[config.mk]
export PLATFORM = sky130hd
export DESIGN_NAME = alu_issue_ctrl
export DESIGN_NICKNAME = d
export VERILOG_FILES = /design/src/rtl/alu_issue_ctrl.sv
export SDC_FILE = /design/constraint.sdc
export NUM_CORES = 1
export LEC_CHECK = 0
export ABC_AREA = 1
export BUFFER_PORTS_ARGS = -buffer_cell sky130_fd_sc_hd__clkbuf_2
export CAP_MARGIN = 25
export CORE_MARGIN = 2
export CORE_UTILIZATION = 38
export DETAILED_ROUTE_END_ITERATION = 8
export PLACE_DENSITY = 0.79
export SLEW_MARGIN = 20
export SYNTH_ARGS = -nofsm -noshare
export SYNTH_HDL_FRONTEND = slang
export SYNTH_SLANG_ARGS = --single-unit
[constraint.sdc]
create_clock -name clk -period 2.31 [get_ports clk]
set_input_delay 0.693 -clock clk [delete_from_list [all_inputs] [get_ports clk]]
set_output_delay 0.693 -clock clk [all_outputs]
set_load 0.02 [all_outputs]
[src/rtl/alu_issue_ctrl.sv]
// Execute-stage sequencer: reads two operands over the single RF read port,
// drives the ALU and writes back. Optional macro ALU_DIVZERO_TRAP_EN traps div/mod by zero.
module alu_issue_ctrl #(
    parameter int DATA_W = 32,
    parameter int RA_W   = 4
) (
    input  logic              clk,
    input  logic              rst_n,
    input  logic              instr_valid,
    output logic              instr_ready,
    input  logic [2:0]        instr_op,
    input  logic [RA_W-1:0]   instr_rd,
    input  logic [RA_W-1:0]   instr_rs1,
    input  logic [RA_W-1:0]   instr_rs2,
    output logic [RA_W-1:0]   rf_raddr,
    input  logic [DATA_W-1:0] rf_rdata,
    output logic              rf_we,
    output logic [RA_W-1:0]   rf_waddr,
    output logic [DATA_W-1:0] rf_wdata,
    output logic [2:0]        alu_op,
    output logic [DATA_W-1:0] alu_a,
    output logic [DATA_W-1:0] alu_b,
    input  logic [DATA_W-1:0] alu_res,
    output logic              done,
    output logic              div_err,
    output logic [2:0]        state_dbg
);

    // Handshake: an instruction transfers on a rising edge where instr_valid
    // and instr_ready are both high; the upstream holds instr_* stable until then.

    typedef enum logic [2:0] {
        S_IDLE = 3'd0,
        S_RD_A = 3'd1,
        S_RD_B = 3'd2,
        S_EXEC = 3'd3,
        S_WB   = 3'd4
    } state_t;

    localparam logic [2:0] OP_NOP = 3'd7;
    localparam logic [2:0] OP_DIV = 3'd2;
    localparam logic [2:0] OP_MOD = 3'd4;

    state_t            state, state_nx;
    logic [2:0]        op_q;
    logic [RA_W-1:0]   rd_q, rs1_q, rs2_q;
    logic [DATA_W-1:0] a_q, b_q;
    logic              div_trap;

    always_ff @(posedge clk) begin
        if (!rst_n) begin
            state <= S_IDLE;
            op_q  <= '0;
            rd_q  <= '0;
            rs1_q <= '0;
            rs2_q <= '0;
            a_q   <= '0;
            b_q   <= '0;
        end else begin
            state <= state_nx;
            if (state == S_IDLE && instr_valid) begin
                op_q  <= instr_op;
                rd_q  <= instr_rd;
                rs1_q <= instr_rs1;
                rs2_q <= instr_rs2;
            end
            // Read data lags the address by one cycle, so each capture is one state late.
            if (state == S_RD_B) a_q <= rf_rdata;
            if (state == S_EXEC) b_q <= rf_rdata;
        end
    end

`ifdef ALU_DIVZERO_TRAP_EN
    assign div_trap = ((op_q == OP_DIV) || (op_q == OP_MOD)) && (b_q == '0);
`else
    assign div_trap = 1'b0;
`endif

    always_comb begin
        state_nx    = state;
        instr_ready = 1'b0;
        rf_raddr    = '0;
        rf_we       = 1'b0;
        done        = 1'b0;
        div_err     = 1'b0;
        case (state)
            S_IDLE: begin
                instr_ready = rst_n;
                if (instr_valid) state_nx = S_RD_A;
            end
            S_RD_A: begin
                rf_raddr = rst_n ? rs1_q : '0;
                state_nx = S_RD_B;
            end
            S_RD_B: begin
                rf_raddr = rst_n ? rs2_q : '0;
                state_nx = S_EXEC;
            end
            S_EXEC: state_nx = S_WB;
            S_WB: begin
                // Gating with rst_n aborts a write-back that coincides with reset.
                done     = rst_n;
                rf_we    = rst_n && (op_q != OP_NOP) && !div_trap;
                div_err  = rst_n && div_trap;
                state_nx = S_IDLE;
            end
            default: state_nx = S_IDLE;
        endcase
    end

    assign alu_a     = rst_n ? a_q  : '0;
    assign alu_b     = rst_n ? b_q  : '0;
    assign alu_op    = rst_n ? op_q : '0;
    assign rf_waddr  = rst_n ? rd_q : '0;
    assign rf_wdata  = alu_res;
    assign state_dbg = state;

endmodule

==> results of run 1 <==
flip-flops by register name (all words and copies together) (netlist names):
| register | cells |
|---|---|
| b_q | 32 |
| rs1_q | 4 |
| state_dbg | 3 |
| a_q | 32 |
| rs2_q | 4 |
| op_q | 3 |
| rd_q | 4 |
cell usage after synthesis, drive strengths merged:
| cell type | instances |
|---|---|
| inv | 122 |
| nor2 | 114 |
| nand2 | 106 |
| dfxtp | 82 |
| buf | 51 |
| a21oi | 33 |
| o21ai | 33 |
| nand4 | 16 |
| clkbuf | 13 |
| nand3 | 11 |
| nor3 | 3 |
| clkinv | 1 |
| conb | 1 |
| nor4 | 1 |
what timing repair did:
action,CTS,global route
buffers inserted,0,0
gates cloned,0,0
gates resized for setup,1,1
hold endpoints to repair,0,0
endpoints found under the setup margin,4,4
cell families after synthesis:
kind of cell | synth area share
and+or+nand+nor | 0.265
buffers and inverters | 0.222
DFF | 0.426
AOI/OAI and AO/OA | 0.0857
other | 0.000973
where the power goes:
part           internal (mW)  total, mW  switching (mW)
logic                  0.181      0.505           0.323
registers               1.51       1.56          0.0498
clock network          0.429      0.959           0.530
through the flow:
step                utilization  total power, mW  setup WS (ns)  std cells  instance area (sq um)
global route              0.467             3.21         0.0112        812                   4580
floorplan                     -             2.01         0.0913        587                   3870
detailed placement        0.447             2.10          0.198        796                   4390
CTS                       0.467             3.07         0.0293        812                   4580
finish                    0.467             3.02          0.129        812                   4580
global placement          0.447             2.09          0.213        796                   4390
layout make-up:
cell class | count | area [sq um]
sequential | 82 | 1640
clock inverter | 6 | 50.0
clock buffer | 10 | 138
multi-input combinational | 318 | 1370
tap | 133 | 166
fill | 1071 | 5240
timing repair buffer | 140 | 753
inverter | 123 | 467
routing by layer:
| layer | global-route usage | up-vias |
|---|---|---|
| li1 | - | 1877 |
| met1 | 0.204 | 1522 |
| met2 | 0.269 | 94 |
| met3 | 0.0412 | 8 |
| met4 | 0.0629 | 0 |
| met5 | 0 | - |
worst max-delay path: stages, from the launching register on:
cell and delay, ns:
dfxtp_1 0.55, nand2_4 0.10, clkinv_4 0.17, nand3_1 0.09
nand2_1 0.08, clkbuf_2 0.17
worst max path at each step:
stage                                    from           to  slack [ns]  cells past startpoint
floorplan                               rst_n  instr_ready        0.09                      4
global placement                        rst_n     alu_b[3]        0.21                      5
detailed placement                      rst_n    alu_b[10]        0.20                      5
CTS                 state_dbg[0]$_SDFFE_PN0P_  rf_raddr[0]        0.03                      6
global route        state_dbg[1]$_SDFFE_PN0P_  rf_raddr[2]        0.01                      5
finish              state_dbg[1]$_SDFFE_PN0P_  rf_raddr[0]        0.13                      5
==> results by stage, run 1 <==
Hold path:
- The startpoint of the most critical hold path is b_q[26]$_SDFFE_PN0P_.
- The number of cells on the worst hold path is 2.
- For hold timing, the worst endpoint is b_q[26]$_SDFFE_PN0P_.
- The worst hold path belongs to the class flip-flop to flip-flop.

Routing:
- For this block, the via count after detailed routing is 3501.
- Dividing the detail-routed wire length by the instance count gives 10.8 microns.
- The highest layer touched by signal routing is met4.
- Before antenna repair, the detailed router went through 4 iterations.
- After detailed routing, the met3 layer carries 485 microns of wire.
- The routed metal-1 wirelength is 4.03 mm.
- After detailed routing, the number of vias per cell comes to 4.31.
- The routed length on met2 is 4.17 mm.
- After detailed routing, the number of remaining DRC violations is 0.
- After the first detailed-routing iteration, the DRC count stood at 178.
- Once detail routing completed, the nets flagged for antenna violations numbered 0.
- The total detailed-routing wirelength is 8.76 mm.

Synthesis:
- The total standard cell area after synthesis is 3850 sq um.
- The number of different library cells in the post-synthesis netlist is 21.
- For this run, the number of Yosys warnings is 0.
- The total nets after synthesis is 669.
- The average cell area after synthesis is 6.57 sq um.
- By area the synthesized netlist is led by dfxtp_1, inv_1, nor2_1.
- The flop and latch count out of synthesis is 82.
- The cell taking the most area after synthesis is dfxtp_1.
- The sequential element share of the synthesized area is 0.426.
- The cell count after synthesis is 587.
- Of the post-synthesis cell area, the dominant cell type holds 0.426.

STA:
- The summed negative setup slack over all endpoints is 0 ns.
- The max-slew violation count is 0.
- Setup violations remaining at the end of the flow were counted as 0.
- Setup repair after global routing left no endpoint under its margin.
- The worst hold slack across all endpoints is 0.467 ns.
- The share of the clock period used by the worst path is 0.944.
- The final number of hold-violating endpoints was 0.
- The worst clock skew is 0.0114 ns.
- The minimum clock period after layout is 2.18 ns.
- The maximum operating frequency is 459 MHz.

Pwr:
- The maximum vdd drop is 253 uV.
- In this run the static leakage power is 2.86 nW.
- Dividing total power by cell area gives a power density of 660 nW/um^2.

Layout:
- The count of antenna diodes in the layout is 0.
- The final net count is 756.
- Compared with the post-synthesis result, the final layout area differs by 18.9%.
- Leaving out fill and tap cells, the most frequent cells in the layout are clkbuf_2, inv_1, nor2_1, nand2_1, dfxtp_1.
- The fraction of layout cells with a size suffix above 1 is 0.242.
- The library cell used most frequently in the layout, excluding fill and tap cells, is clkbuf_2.

Worst setup path:
- The destination of the worst register-to-register timing path is op_q[1]$_SDFFE_PN0P_.
- The worst setup slack for register-to-register paths is 0.85 ns.
- STA classifies the critical path startpoint as a flip-flop.
- The critical path in this run is classified as flip-flop to primary output.
- Data arrives at the worst endpoint at 1.49 ns.
- In this run the worst path has a maximum fanout of 20.
- The critical path required time is 1.62 ns.
- The worst setup path is captured at a primary output.
- The worst register-to-register path has a depth of 6.
- The startpoint of the worst-slack reg-to-reg timing path is state_dbg[2]$_SDFFE_PN0P_.

Clock tree:
- Clock latency on the worst-skew pair, taken at its later pin, is 0.35 ns.
- The clock buffer count from CTS is 9.
- The number of hold buffers added after CTS was 0.
- TritonCTS built the clock tree.
- The number of sinks handled by clock tree synthesis is 82.
- The buffer levels on the longest clock path is 2.
- Clock-pin slew was measured on the worst setup and hold paths at 0.08 ns.
- In this run the number of H-tree levels came out at 3.
- The buffer cell driving the clock tree root is clkbuf_8.

Floorplan:
- From bottom edge to top edge, the die measures 105 microns.
- 196 I/O pins were placed.
- The horizontal die dimension is 105 microns.
- The die area is 11000 sq um.
- The core region is 9820 sq um.
- For this configuration, the core starts out at a cell density of 0.393.
- The standard-cell row count is 36.

Placed design:
- The number of buffers added on ports is 130.
- The wire-length estimate of the detail-placed layout is 6.19 mm.
- The congestion estimate from routability-driven global placement came to 0.779.

Global route:
- The global-route usage over all layers is 0.163.
- The number of global-route vias before repair was 3149.
- The first global-routing pass estimated 14.6 mm of wire.
- The pin count of the biggest net entering global routing is 52.
- The initial antenna violation count is 0.
- For this run the aggregate overflow at the end of global routing stands at 0.

Job:
- The number of max-capacitance violations reported is 0.

Outcome:
- The run finished with clean final reports.
Note: power is estimated with default switching activity, not from simulation.
==> inputs of run 2 (changes only) <==
--- a/config.mk
+++ b/config.mk
@@ -12,2 +12,3 @@
 export CORE_UTILIZATION = 38
+export CTS_CLUSTER_DIAMETER = 100
 export DETAILED_ROUTE_END_ITERATION = 8
--- a/constraint.sdc
+++ b/constraint.sdc
@@ -3,2 +3,2 @@
 set_output_delay 0.693 -clock clk [all_outputs]
-set_load 0.02 [all_outputs]
+set_load 0.005 [all_outputs]
==> run 2 against run 1 <==
Net effect:
- clock power increased by 8%
- die area is the same
- sequential cell count is the same
- critical path type unchanged
- critical endpoint is now rf_raddr[2]
==> results by stage, run 2 (synthesized netlist as in run 1, its figures left out) <==
Floorplan:
- For this configuration, the core starts out at a cell density of 0.393.
- The total I/O pin count is 196.
- In this run the core area contains 36 standard-cell rows.
- The floorplan step defined a core boundary enclosing 9820 sq um.
- The die covers 11000 sq um.
- The die is 105 microns tall.
- The die is 105 microns wide.

Global route:
- The number of global-route vias before repair is 3219.
- After global routing the overflow that remains totals 0.
- The initial antenna violation count is 1.
- The wire length of the first global-routing pass is 14.9 mm.
- The global-route usage over all layers is 0.164.
- Entering global routing, the biggest net connects 42 pins.

Clock tree:
- TritonCTS created 9 clock buffers.
- Gates resized during post-CTS repair numbered 0.
- The clock tree from TritonCTS is done.
- The clock slew at the register clock pins of the worst setup and hold paths is 0.09 ns.
- The buffer cell driving the clock tree root is clkbuf_8.
- The number of H-tree branching levels is 3.
- Buffers added to address setup during post-CTS repair amount to 0.
- The hold buffer count at cts is 0.
- The clock passes through at most 2 buffers.
- The clock latency at the later pin of the worst-skew pair is 0.34 ns.
- The number of sinks handled by clock tree synthesis is 82.

Pwr:
- The maximum vdd drop is 366 uV.
- The total power density per cell area is 661 nW/um^2.
- Summed over all cells, the static leakage comes to 2.88 nW.
- The total power is 3.05 mW.

Worst setup path:
- The signal on the critical path passes through inv_1 > nor3_1 > buf_4 > nand3_1 > nand2_1 > clkbuf_2.
- STA classifies the critical path startpoint as a flip-flop.
- The number of cells on the worst reg-to-reg path is 6.
- For this design, the slowest cell found on the critical path is dfxtp_1.
- Along the worst path, the maximum fanout reaches 6.
- The largest delay contributor family on the critical path is flip-flops.
- The arrival time of the worst setup path is 1.47 ns.
- The worst setup path is captured at a primary output.
- The number of buffer and inverter stages on the critical path is 3.
- The worst setup slack for register-to-register paths is 0.91 ns.
- The logic depth of the worst setup path including buffers is 6.
- The stage delay of the slowest cell on the critical path is 0.48 ns.
- Data on the critical path is required at its endpoint by 1.62 ns.
- The worst setup path is of the flip-flop to primary output kind.

Layout:
- The filler cells instantiated in the layout total 1044.
- In the layout the commonest cells are clkbuf_2, inv_1, nor2_1, nand2_1, dfxtp_1.
- The final net count is 758.
- Leaving out fill and tap cells, the most frequent cell in the layout is clkbuf_2.
- Of the cells placed in the final design, the portion with a size suffix greater than 1 is 0.239.
- The synthesis-to-layout area growth is 19.6%.
- The largest registers in the layout are a_q (32), b_q (32).
- The final instance count without filler cells is 815.

Outcome:
- The flow ran to the end, and the final reports show no timing, DRC or antenna violations.

Placed design:
- The number of placed instances, taps included, is 798.
- The congestion estimate from routability-driven global placement came to 0.756.
- The number of buffers added on ports is 130.
- The worst slack after detailed placement is 0.225 ns.
- The total half-perimeter wirelength after legalization and detailed placement is 6.26 mm.

Routing:
- Dividing the detail-routed wire length by the instance count gives 10.8 microns.
- In this run, the number of DRC markers left after iteration 0 of detailed routing was 127.
- Summed over all layers, the routed wires come to 8.83 mm.
- In this run the remaining antenna-violating nets after routing total 0.
- The overall via count from detail_route is 3636.
- The pre-antenna-repair detailed-routing pass consisted of 4 iterations.
- For this run, design rule violations remaining after detail routing come to 0.
- The vias per cell is 4.46.

STA:
- The max-slew violation count was 0.
- Subtracting the final worst setup slack from the clock period gives 2.16 ns.
- Setup repair after global routing left no endpoint under its margin.
- Based on the critical path, the design can be clocked at up to 462 MHz.
- The worst path meets setup with 0.145 ns of slack.
- The final number of hold-violating endpoints came to 0.
- Setup violations remaining at the end of the flow were counted as 0.
- The summed negative setup slack over all endpoints is 0 ns.
- The worst clock skew is 0.00788 ns.
- Of the available clock period, the critical path in the final layout requires 0.937.

Hold path:
- The number of cells on the worst hold path is 2.
- The class of the most critical hold timing path is flip-flop to flip-flop.

Job:
- The number of max-capacitance violations reported is 0.
==> run 2: cell type report <==
cell class,instances,area [sq um],area share
diodes,1,2.50,0.000543
clock buffers,9,124,0.0269
clock inverters,7,76.3,0.0166
inverters,123,463,0.100
multi-input cells,318,1360,0.294
flip-flops and latches,82,1640,0.356
well taps,133,166,0.0361
repair buffers,142,781,0.169
==> run 2: worst paths after layout <==
kind                                  start                     to
setup / recovery  state_dbg[0]$_SDFFE_PN0P_            rf_raddr[2]
hold / removal          b_q[8]$_SDFFE_PN0P_    b_q[8]$_SDFFE_PN0P_
setup reg to reg  state_dbg[2]$_SDFFE_PN0P_  rs1_q[3]$_SDFFE_PN0P_
hold reg to reg         b_q[8]$_SDFFE_PN0P_    b_q[8]$_SDFFE_PN0P_
==> run 2: where the power goes <==
part | switching (mW) | leakage (nW) | internal (mW)
combinational | 0.262 | 2.12 | 0.185
sequential | 0.0480 | 0.669 | 1.51
clock | 0.535 | 0.0962 | 0.507
total | 0.845 | 2.88 | 2.20
==> run 2: per-stage QoR <==
step	hold WS, ns	area (sq um)	utilization
floorplan	0.442	3850	-
global placement	0.451	4410	0.449
detailed placement	0.456	4410	0.449
CTS	0.469	4610	0.469
global route	0.481	4610	0.469
finish	0.466	4610	0.470
==> run 2: per-layer routing <==
metal  vias to the layer above  share of wire  global-route usage
met4                         0         0.0099              0.0448
met5                         -              0                   0
met3                        14          0.071              0.0593
met1                      1618           0.45               0.196
met2                       119           0.47               0.276
li1                       1885              -                   -
==> run 2: worst reg2reg max path, stage by stage, from the launching register on <==
cell and delay (ns):
dfxtp_1 0.39, nor2_4 0.16, buf_4 0.23, nand3_2 0.29
nand2_1 0.15, inv_1 0.05, nor2_1 0.09
==> inputs of run 3 (changes only) <==
- BUFFER_PORTS_ARGS: -buffer_cell sky130_fd_sc_hd__clkbuf_2 -> -buffer_cell sky130_fd_sc_hd__buf_4
==> run 3 against run 2 <==
Net effect:
- clock skew down 0.0019 ns
- utilization up 3.3 points
- die area unchanged
- combinational power up 10%
- sequential cell count unchanged
- routed wire length up 0.96%
- sequential power about the same
- register-to-register slack worse by 0.04 ns
- cell area up 7.1%
- critical endpoint is now rf_raddr[0]
- largest cell class unchanged
==> results by stage, run 3 (synthesized netlist as in run 1, its figures left out) <==
Routing:
- In the routed layout, each cell is associated on average with a via count of 4.42.
- The first TritonRoute pass finished after 4 iterations.
- In the routed design, unresolved DRC markers number 0.
- Detailed routing inserted a total of 3593 vias.
- The remaining antenna violation count after routing is 0.
- The total detailed-routing wirelength is 8.91 mm.
- The average wire per cell in the routed design is 11.0 microns.
- The first routing iteration left 117 violations.

Clock tree:
- Counting the buffers created by CTS gives 9.
- The clock passes through at most 2 buffers.
- The tree is rooted in a clkbuf_8.
- The number of gates resized after CTS is 0.
- The number of H-tree branching levels is 3.
- TritonCTS built the clock tree.
- In this run the post-CTS setup repair buffer count came out at 0.
- The clock slew at the register clock pins of the worst setup and hold paths is 0.09 ns.
- The number of sinks handled by clock tree synthesis is 82.
- The clock reaches the later pin of the worst-skew pair after 0.34 ns.
- The hold buffer count at cts is 0.

Worst setup path:
- In this design, the stage delay of the slowest critical-path cell is 0.48 ns.
- The element type at the critical path start is a flip-flop.
- The slowest stage of the critical path belongs to the cell dfxtp_1.
- The number of buffers and inverters on the critical path is 3.
- Among the stages of the critical path, the cell type that occurs most often is buf_4.
- Of all nets on the critical path, the largest fanout is 6.
- The critical path goes through inv_1 > nor3_1 > buf_4 > nand3_1 > nand2_1 > buf_4.
- The destination of the worst register-to-register timing path is op_q[0]$_SDFFE_PN0P_.
- Following the worst setup path forward leads to its endpoint at rf_raddr[0].
- The arrival time of the worst setup path is 1.48 ns.
- The timing startpoint of the critical path is state_dbg[0]$_SDFFE_PN0P_.
- The startpoint identified for the worst register-to-register timing path is state_dbg[2]$_SDFFE_PN0P_.
- The worst setup slack for register-to-register paths is 0.87 ns.
- The worst register-to-register path has a depth of 6.
- The critical path in this run is classified as flip-flop to primary output.
- On the critical path the largest part of the delay comes from flip-flops.
- The logic depth of the worst setup path including buffers is 6.
- The endpoint class of the critical path is a primary output.
- STA puts the critical path data required time at 1.62 ns.

Pwr:
- The internal portion of total power is 2.36 mW.
- For this design the total switching power over the nets is 0.858 mW.
- The maximum vdd drop is 330 uV.
- The analysis attributes to cell leakage a power of 2.99 nW.
- The portion of total power attributed to combinational logic is 0.153.
- The switching share of power is 0.267.
- The share of total power dissipated in the clock network is 0.362.
- Power spread over the standard cell area amounts to 651 nW/um^2.
- The register share of total power is 0.485.

Layout:
- The final instance count without filler cells is 812.
- With fillers left out, the area of the finished cells amounts to 4940 sq um.
- Leaving out fill and tap cells, the most frequent cells in the layout are buf_4, inv_1, nor2_1, nand2_1, dfxtp_1.
- The core utilization of the finished layout is 0.503.
- The final layout contains 756 nets.
- The largest registers in the layout are a_q (32), b_q (32).
- The leading cell type in the layout, fill and taps excluded is buf_4.
- The number of fill cells in the layout is 1034.
- The synthesis-to-layout area growth is 28.1%.
- 0 antenna diodes ended up in the layout.
- The fraction of layout cells with a size suffix above 1 is 0.237.

STA:
- The max-slew violation count came to 0.
- Summed over all failing endpoints, the final setup total negative slack is 0 ns.
- Setup violations remaining at the end of the flow were counted as 0.
- Setup repair after global routing left no endpoint under its margin.
- The maximum operating frequency is 460 MHz.
- The worst path in the final design needs a cycle of 2.17 ns, including I/O delays and setup.
- The setup slack after layout is 0.138 ns.
- The final number of hold-violating endpoints is 0.
- The worst clock skew is 0.00603 ns.
- The share of the clock period used by the worst path is 0.940.

Hold path:
- The class of the most critical hold timing path is flip-flop to flip-flop.
- Along the worst hold path, the cell count comes to 2.

Global route:
- The first global-routing pass estimated 14.9 mm of wire.
- The total overflow left after global routing is 0.
- The number of global-route vias before repair was 3253.
- For this run, the total global-route usage over all layers was measured as 0.164.
- The initial antenna violation count is 0.
- Entering global routing, the biggest net connects 53 pins.

Floorplan:
- In this run the horizontal extent of the chip is 105 microns.
- After floorplanning, the core was divided into 36 placement rows.
- The die area is 11000 sq um.
- The height of the chip is 105 microns.
- Pin placement for this block handled 196 I/O pins.
- The total core area is 9820 sq um.
- The initial cell density of the core is 0.393.

Placed design:
- The cell area after placement is 4720 sq um.
- At the end of routability-driven placement, the weighted congestion stood at 0.772.
- The cell count after placement is 796.
- The number of buffers added on ports is 130.
- The worst slack after detailed placement is 0.180 ns.
- The total half-perimeter wirelength after legalization and detailed placement is 6.13 mm.

Outcome:
- The run finished with clean final reports.

Job:
- Across the run, the number of max-cap violations was 0.
[run 3: power by group through the flow]
stage                     clock (mW)  sequential [mW]  combinational [mW]
after floorplan                    0             1.58               0.333
after global placement             0             1.59               0.491
after detailed placement           0             1.59               0.497
after CTS                       1.20             1.56               0.498
after global routing            1.26             1.57               0.560
final                           1.16             1.56               0.492
[run 3: worst register-to-register path: stages (launching register included)]
cell	delay [ns]
dfxtp_1	0.40
nor2_4	0.16
buf_4	0.24
nand3_2	0.30
nand2_1	0.16
inv_1	0.05
nor2_1	0.08
[run 3: layout make-up]
class                      instances  area, sq um  share of cell area
clock buffer                       9          124              0.0251
clock inverter                     7         98.8              0.0200
inverter                         123          463              0.0937
multi-input combinational        318         1360               0.275
sequential                        82         1640               0.332
tap                              133          166              0.0337
timing repair buffer             140         1090               0.220
[run 3: worst min-delay path by stage]
stage                         startpoint                    to  slack (ns)
detailed placement  b_q[29]$_SDFFE_PN0P_  b_q[29]$_SDFFE_PN0P_        0.45
finish              b_q[24]$_SDFFE_PN0P_  b_q[24]$_SDFFE_PN0P_        0.47
global placement     b_q[5]$_SDFFE_PN0P_   b_q[5]$_SDFFE_PN0P_        0.45
global route        b_q[29]$_SDFFE_PN0P_  b_q[29]$_SDFFE_PN0P_        0.48
floorplan            b_q[0]$_SDFFE_PN0P_   b_q[0]$_SDFFE_PN0P_        0.44
CTS                 b_q[29]$_SDFFE_PN0P_  b_q[29]$_SDFFE_PN0P_        0.47
[run 3: stage by stage]
stage,hold slack [ns],total power [mW]
floorplan,0.442,1.91
global placement,0.452,2.08
detailed placement,0.453,2.09
CTS,0.465,3.26
global route,0.478,3.39
finish,0.465,3.21
[run 3: layer usage]
metal,vias up,routed length [microns],track usage,share of wire
li1,1877,-,-,-
met4,0,139,0.0590,0.016
met3,14,577,0.0474,0.065
met1,1580,4100,0.202,0.46
met5,-,0,0,0
met2,122,4090,0.272,0.46
